$ cat config.mk
export PLATFORM = sky130hd
export DESIGN_NAME = axis_adder_join
export DESIGN_NICKNAME = d
export VERILOG_FILES = /design/src/rtl/axis_adder_pkg.sv /design/src/rtl/axis_pipe_stage.sv /design/src/rtl/axis_adder_join.sv
export SDC_FILE = /design/constraint.sdc
export NUM_CORES = 1
export LEC_CHECK = 0
export CAP_MARGIN = 20
export CORE_MARGIN = 4
export CORE_UTILIZATION = 45
export DETAILED_ROUTE_END_ITERATION = 6
export PLACE_DENSITY = 0.79
export SYNTH_ARGS = -nofsm -noshare
export SYNTH_HDL_FRONTEND = slang
export SYNTH_SLANG_ARGS = --single-unit
$ cat constraint.sdc
create_clock -name clk -period 1.79 [get_ports clk]
set_clock_uncertainty 0.05 [all_clocks]
set_input_delay 0.358 -clock clk [delete_from_list [all_inputs] [get_ports clk]]
set_output_delay 0.358 -clock clk [all_outputs]
set_load 0.02 [all_outputs]
$ cat src/rtl/axis_adder_pkg.sv
// Shared definitions for the AXI-Stream two-input adder.
//   sum_width()    : width of an exact sum of two WIDTH-bit operands
//   PIPE_DEPTH     : number of register slices between the join and the master port
//   *_MODE         : encodings for the SIGNED parameter of axis_adder_join
package axis_adder_pkg;

    localparam int unsigned PIPE_DEPTH    = 2;
    localparam int unsigned UNSIGNED_MODE = 0;
    localparam int unsigned SIGNED_MODE   = 1;

    // One extra bit makes the sum of two equally wide operands exact.
    function automatic int unsigned sum_width(input int unsigned width);
        return width + 1;
    endfunction

endpackage

$ cat src/rtl/axis_pipe_stage.sv
// One elastic register slice with valid/ready handshake on both sides.
//   clk          : clock, rising edge
//   reset_n      : synchronous reset, active low; drops valid and zeroes the payload
//   in_valid_i   : upstream beat valid
//   in_ready_o   : slice can take a beat this cycle (0 while in reset)
//   in_data_i    : upstream payload
//   out_valid_o  : slice holds a beat
//   out_ready_i  : downstream takes the beat this cycle
//   out_data_o   : held payload, stable while out_valid_o & !out_ready_i
module axis_pipe_stage #(
    parameter int unsigned Width = 8
) (
    input  logic             clk,
    input  logic             reset_n,
    input  logic             in_valid_i,
    output logic             in_ready_o,
    input  logic [Width-1:0] in_data_i,
    output logic             out_valid_o,
    input  logic             out_ready_i,
    output logic [Width-1:0] out_data_o
);

    logic             valid_q, valid_d;
    logic [Width-1:0] data_q, data_d;

    // Ready only depends on our own state and the downstream ready, so a full
    // chain of slices forms a purely combinational ready path.
    assign in_ready_o = reset_n & (~valid_q | out_ready_i);

    always_comb begin
        valid_d = valid_q;
        data_d  = data_q;
        if (in_ready_o) begin
            // Either hand off (or stay empty) and take whatever upstream offers.
            valid_d = in_valid_i;
            if (in_valid_i) begin
                data_d = in_data_i;
            end
        end
    end

    always_ff @(posedge clk) begin
        if (!reset_n) begin
            valid_q <= 1'b0;
            data_q  <= '0;
        end else begin
            valid_q <= valid_d;
            data_q  <= data_d;
        end
    end

    assign out_valid_o = valid_q;
    assign out_data_o  = data_q;

endmodule

$ cat src/rtl/axis_adder_join.sv
// Joins one beat from each of two AXI-Stream slaves and emits their exact sum
// on a master stream through a two-slice elastic pipeline.
//   clk, reset_n            : clock and synchronous active-low reset
//   s0_tvalid/tready/tdata  : operand A stream, s0_tlast carried to m_tlast
//   s1_tvalid/tready/tdata  : operand B stream
//   m_tvalid/tready/tdata   : WIDTH+1-bit sum stream, m_tlast from s0_tlast
// SIGNED selects zero- (UNSIGNED_MODE) or sign-extension (SIGNED_MODE).
module axis_adder_join
    import axis_adder_pkg::*;
#(
    parameter int unsigned WIDTH  = 4,
    parameter int unsigned SIGNED = UNSIGNED_MODE
) (
    input  logic             clk,
    input  logic             reset_n,
    input  logic             s0_tvalid,
    output logic             s0_tready,
    input  logic [WIDTH-1:0] s0_tdata,
    input  logic             s0_tlast,
    input  logic             s1_tvalid,
    output logic             s1_tready,
    input  logic [WIDTH-1:0] s1_tdata,
    output logic             m_tvalid,
    input  logic             m_tready,
    output logic [WIDTH:0]   m_tdata,
    output logic             m_tlast
);

    localparam int unsigned SumW = sum_width(WIDTH);
    localparam int unsigned St1W = 2 * SumW + 1;
    localparam int unsigned St2W = SumW + 1;

    logic [SumW-1:0] op_a_ext, op_b_ext;
    logic [SumW-1:0] st1_a, st1_b, sum;
    logic            st1_last;
    logic            st1_in_valid, st1_ready;
    logic            st1_valid, st2_ready;

    always_comb begin
        if (SIGNED == SIGNED_MODE) begin
            op_a_ext = {s0_tdata[WIDTH-1], s0_tdata};
            op_b_ext = {s1_tdata[WIDTH-1], s1_tdata};
        end else begin
            op_a_ext = {1'b0, s0_tdata};
            op_b_ext = {1'b0, s1_tdata};
        end
    end

    // Each side's ready waits on the other side's valid, so a lone beat is
    // never consumed and both streams always advance together.
    assign st1_in_valid = s0_tvalid & s1_tvalid;
    assign s0_tready    = s1_tvalid & st1_ready;
    assign s1_tready    = s0_tvalid & st1_ready;

    axis_pipe_stage #(
        .Width (St1W)
    ) u_stage1 (
        .clk         (clk),
        .reset_n     (reset_n),
        .in_valid_i  (st1_in_valid),
        .in_ready_o  (st1_ready),
        .in_data_i   ({op_a_ext, op_b_ext, s0_tlast}),
        .out_valid_o (st1_valid),
        .out_ready_i (st2_ready),
        .out_data_o  ({st1_a, st1_b, st1_last})
    );

    // Operands are already extended to SumW bits, so this add cannot wrap.
    assign sum = st1_a + st1_b;

    axis_pipe_stage #(
        .Width (St2W)
    ) u_stage2 (
        .clk         (clk),
        .reset_n     (reset_n),
        .in_valid_i  (st1_valid),
        .in_ready_o  (st2_ready),
        .in_data_i   ({sum, st1_last}),
        .out_valid_o (m_tvalid),
        .out_ready_i (m_tready),
        .out_data_o  ({m_tdata, m_tlast})
    );

endmodule

==> qor.txt <==
Status -> finished, final reports clean
WS Path Type -> reg2reg
Setup Fix Bufs, Post-CTS -> 0
Final Max Slew Viols -> 0
Max Clk Rate -> 569 MHz
Drt first pass iters -> 2
Initial antenna violation count -> 0
Die Y-Extent -> 50.7 um
DRC errors left -> 0
Clock tree buffer depth -> 2
Vias after detailed routing -> 702
Worst EP arrival -> 1.94 ns
Worst setup EP type -> register
Share of cells above drive strength 1 -> 14.8%
CTS tree -> done
Max_slew headroom -> 85.1%
DRT Wirelength -> 1640 um
Min Tclk post-route -> 1.76 ns
Initial DRC count -> 10
Leakage power -> 0.535 nW
Crit start category -> register
Cell Rows -> 15
# diodes -> 0
Least-Margin Pin Slew -> 0.222 ns
Post-synth EDFFs -> 0
Register area share after synthesis -> 41.5%
Worst skew pair latency -> 0.29 ns
Commonest non-fill, non-tap cell in the layout -> clkdlybuf4s50_1
Largest net degree at the start of global routing -> 11
Worst EP required -> 1.97 ns
Syn Inst Count -> 90
Max-cap violations -> 0
Detail Route Antenna Nets -> 0
Hold buffer count at CTS -> 0
Synth unique cells -> 28
Tot GR Track Use -> 14.4%
Worst VDD drop -> 0.000447 V
Hold-critical path depth -> 2
Synthesized cell area -> 820 um^2
Final HPWL from detailed placement -> 1340 um
Pre-CTS worst setup slack -> -0.386 ns
Die ar. -> 2570 um^2
Syn nets -> 109
Most frequent cells in the layout -> clkdlybuf4s50_1, dfxtp_1, inv_1
PnR worst setup slack -> 0.0321 ns
Core area -> 1730 um^2
Port buffer count -> 22
Initial Util -> 47.5%
Pwr dens -> 635 nW/um^2
Top FF cell, synth -> dfxtp_1
Worst Hold Class -> reg2reg
Final setup viols -> 0
H-tree depth -> 1
Synthesis-to-finish area growth -> 40.8%
Vias/cell -> 4.78
Gr ovfl total -> 0
Die width -> 50.7 um
Final #Nets -> 142
Worst Reg-to-Reg Cells -> 6
Synth async-reset ratio -> 0%
Final Hold Fails -> 0
Mean Syn Cell Area -> 9.11 um^2
YS warnings -> 0
# IOs -> 23
TritonCTS Buffers -> 3
First-pass GRT wire length -> 2760 um
Critical Path Fanout Max -> 2
Vias in the first global route -> 694
Sink Count -> 17
Final TNS setup -> 0 ns
Final period util -> 98.2%
Number of synthesized register bits -> 17
RePlAce Congestion -> 0.785
Clock transition at path regs -> 0.09 ns
Wirelength per Cell -> 11.2 um
Clk root buf -> clkbuf_4
[worst max-delay path, stage by stage (launching register included)]
cell and delay (ns):
dfxtp_1 0.34, ha_2 0.19, inv_1 0.05, fa_1 0.38, nor2b_1 0.15, or4_1 0.39, a21boi_1 0.14
[per-stage QoR]
step	hold WS (ns)	std cells	cell area (um^2)	util [%]	power, mW
floorplan	0.388	90	820	-	0.471
detailed placement	0.411	143	1130	65.7	0.539
CTS	0.424	147	1150	66.6	0.739
global placement	0.401	143	1130	65.7	0.534
finish	0.424	147	1150	66.8	0.732
global route	0.443	147	1150	66.8	0.772
[kinds of logic (layout without fill, tap and decap cells)]
| logic type | Yosys count | after routing | share of synthesized area, % |
|---|---|---|---|
| AOI/OAI and AO/OA | 16 | 16 | 12.8 |
| adders and majority gates | 5 | 5 | 8.55 |
| buffers and inverters | 18 | 50 | 9.47 |
| DFF | 17 | 17 | 41.5 |
| muxes | 9 | 9 | 11.0 |
| and+or+nand+nor | 25 | 25 | 16.6 |
[repair_timing]
item / 4_1_cts / 5_1_grt
gates resized for setup: 8 / 2
endpoints found under the hold margin: 0 / 0
endpoints found under the setup margin: 2 / 1
pin swaps: 0 / 0
[report_power, final]
group / total (mW) / switching, mW / internal, mW / leakage (nW)
registers: 0.405 / 0.0103 / 0.395 / 0.139
logic: 0.123 / 0.0514 / 0.0718 / 0.381
clock network: 0.204 / 0.117 / 0.0868 / 0.0150
total: 0.732 / 0.179 / 0.554 / 0.535
[area by class of cell]
cell class / instances / area [um^2]
fill: 148 / 573
clock buffer: 4 / 26.3
multi-input combinational: 55 / 404
tap: 25 / 31.3
sequential: 17 / 342
timing repair buffer: 32 / 298
inverter: 14 / 52.6
[cell usage after synthesis, types with 2 or more instances]
master / n / area, um^2
a21boi_0: 3 / 22.5
and3_1: 2 / 12.5
buf_2: 2 / 10.0
dfxtp_1: 17 / 340
ha_1: 4 / 50.1
inv_1: 14 / 52.6
mux2i_1: 9 / 90.1
nand2_1: 12 / 45.0
nor2b_1: 2 / 12.5
o211ai_1: 3 / 22.5
o21ai_0: 5 / 25.0
[path summary, 6_finish.rpt]
check                              start                endpoint  slack, ns
setup / recovery  u_stage1.out_data_o[6]  u_stage2.out_data_o[3]       0.03
hold / removal    u_stage1.out_data_o[6]  u_stage1.out_data_o[6]       0.42
setup reg to reg  u_stage1.out_data_o[6]  u_stage2.out_data_o[3]       0.03
hold reg to reg   u_stage1.out_data_o[6]  u_stage1.out_data_o[6]       0.42
[routing by layer]
layer | part of all wire (%) | global-route usage [%]
met1 | 40 | 14.2
met2 | 53 | 27.0
met3 | 4.6 | 5.34
met4 | 1.9 | 5.38
met5 | 0 | 0
[flip-flops by register name, indices dropped and copies added, names as in the netlist]
name and cells:
u_stage1.out_data_o 9, u_stage2.out_data_o 6, u_stage1.out_valid_o 1, u_stage2.out_valid_o 1
Power figures use the tool's default switching activity.
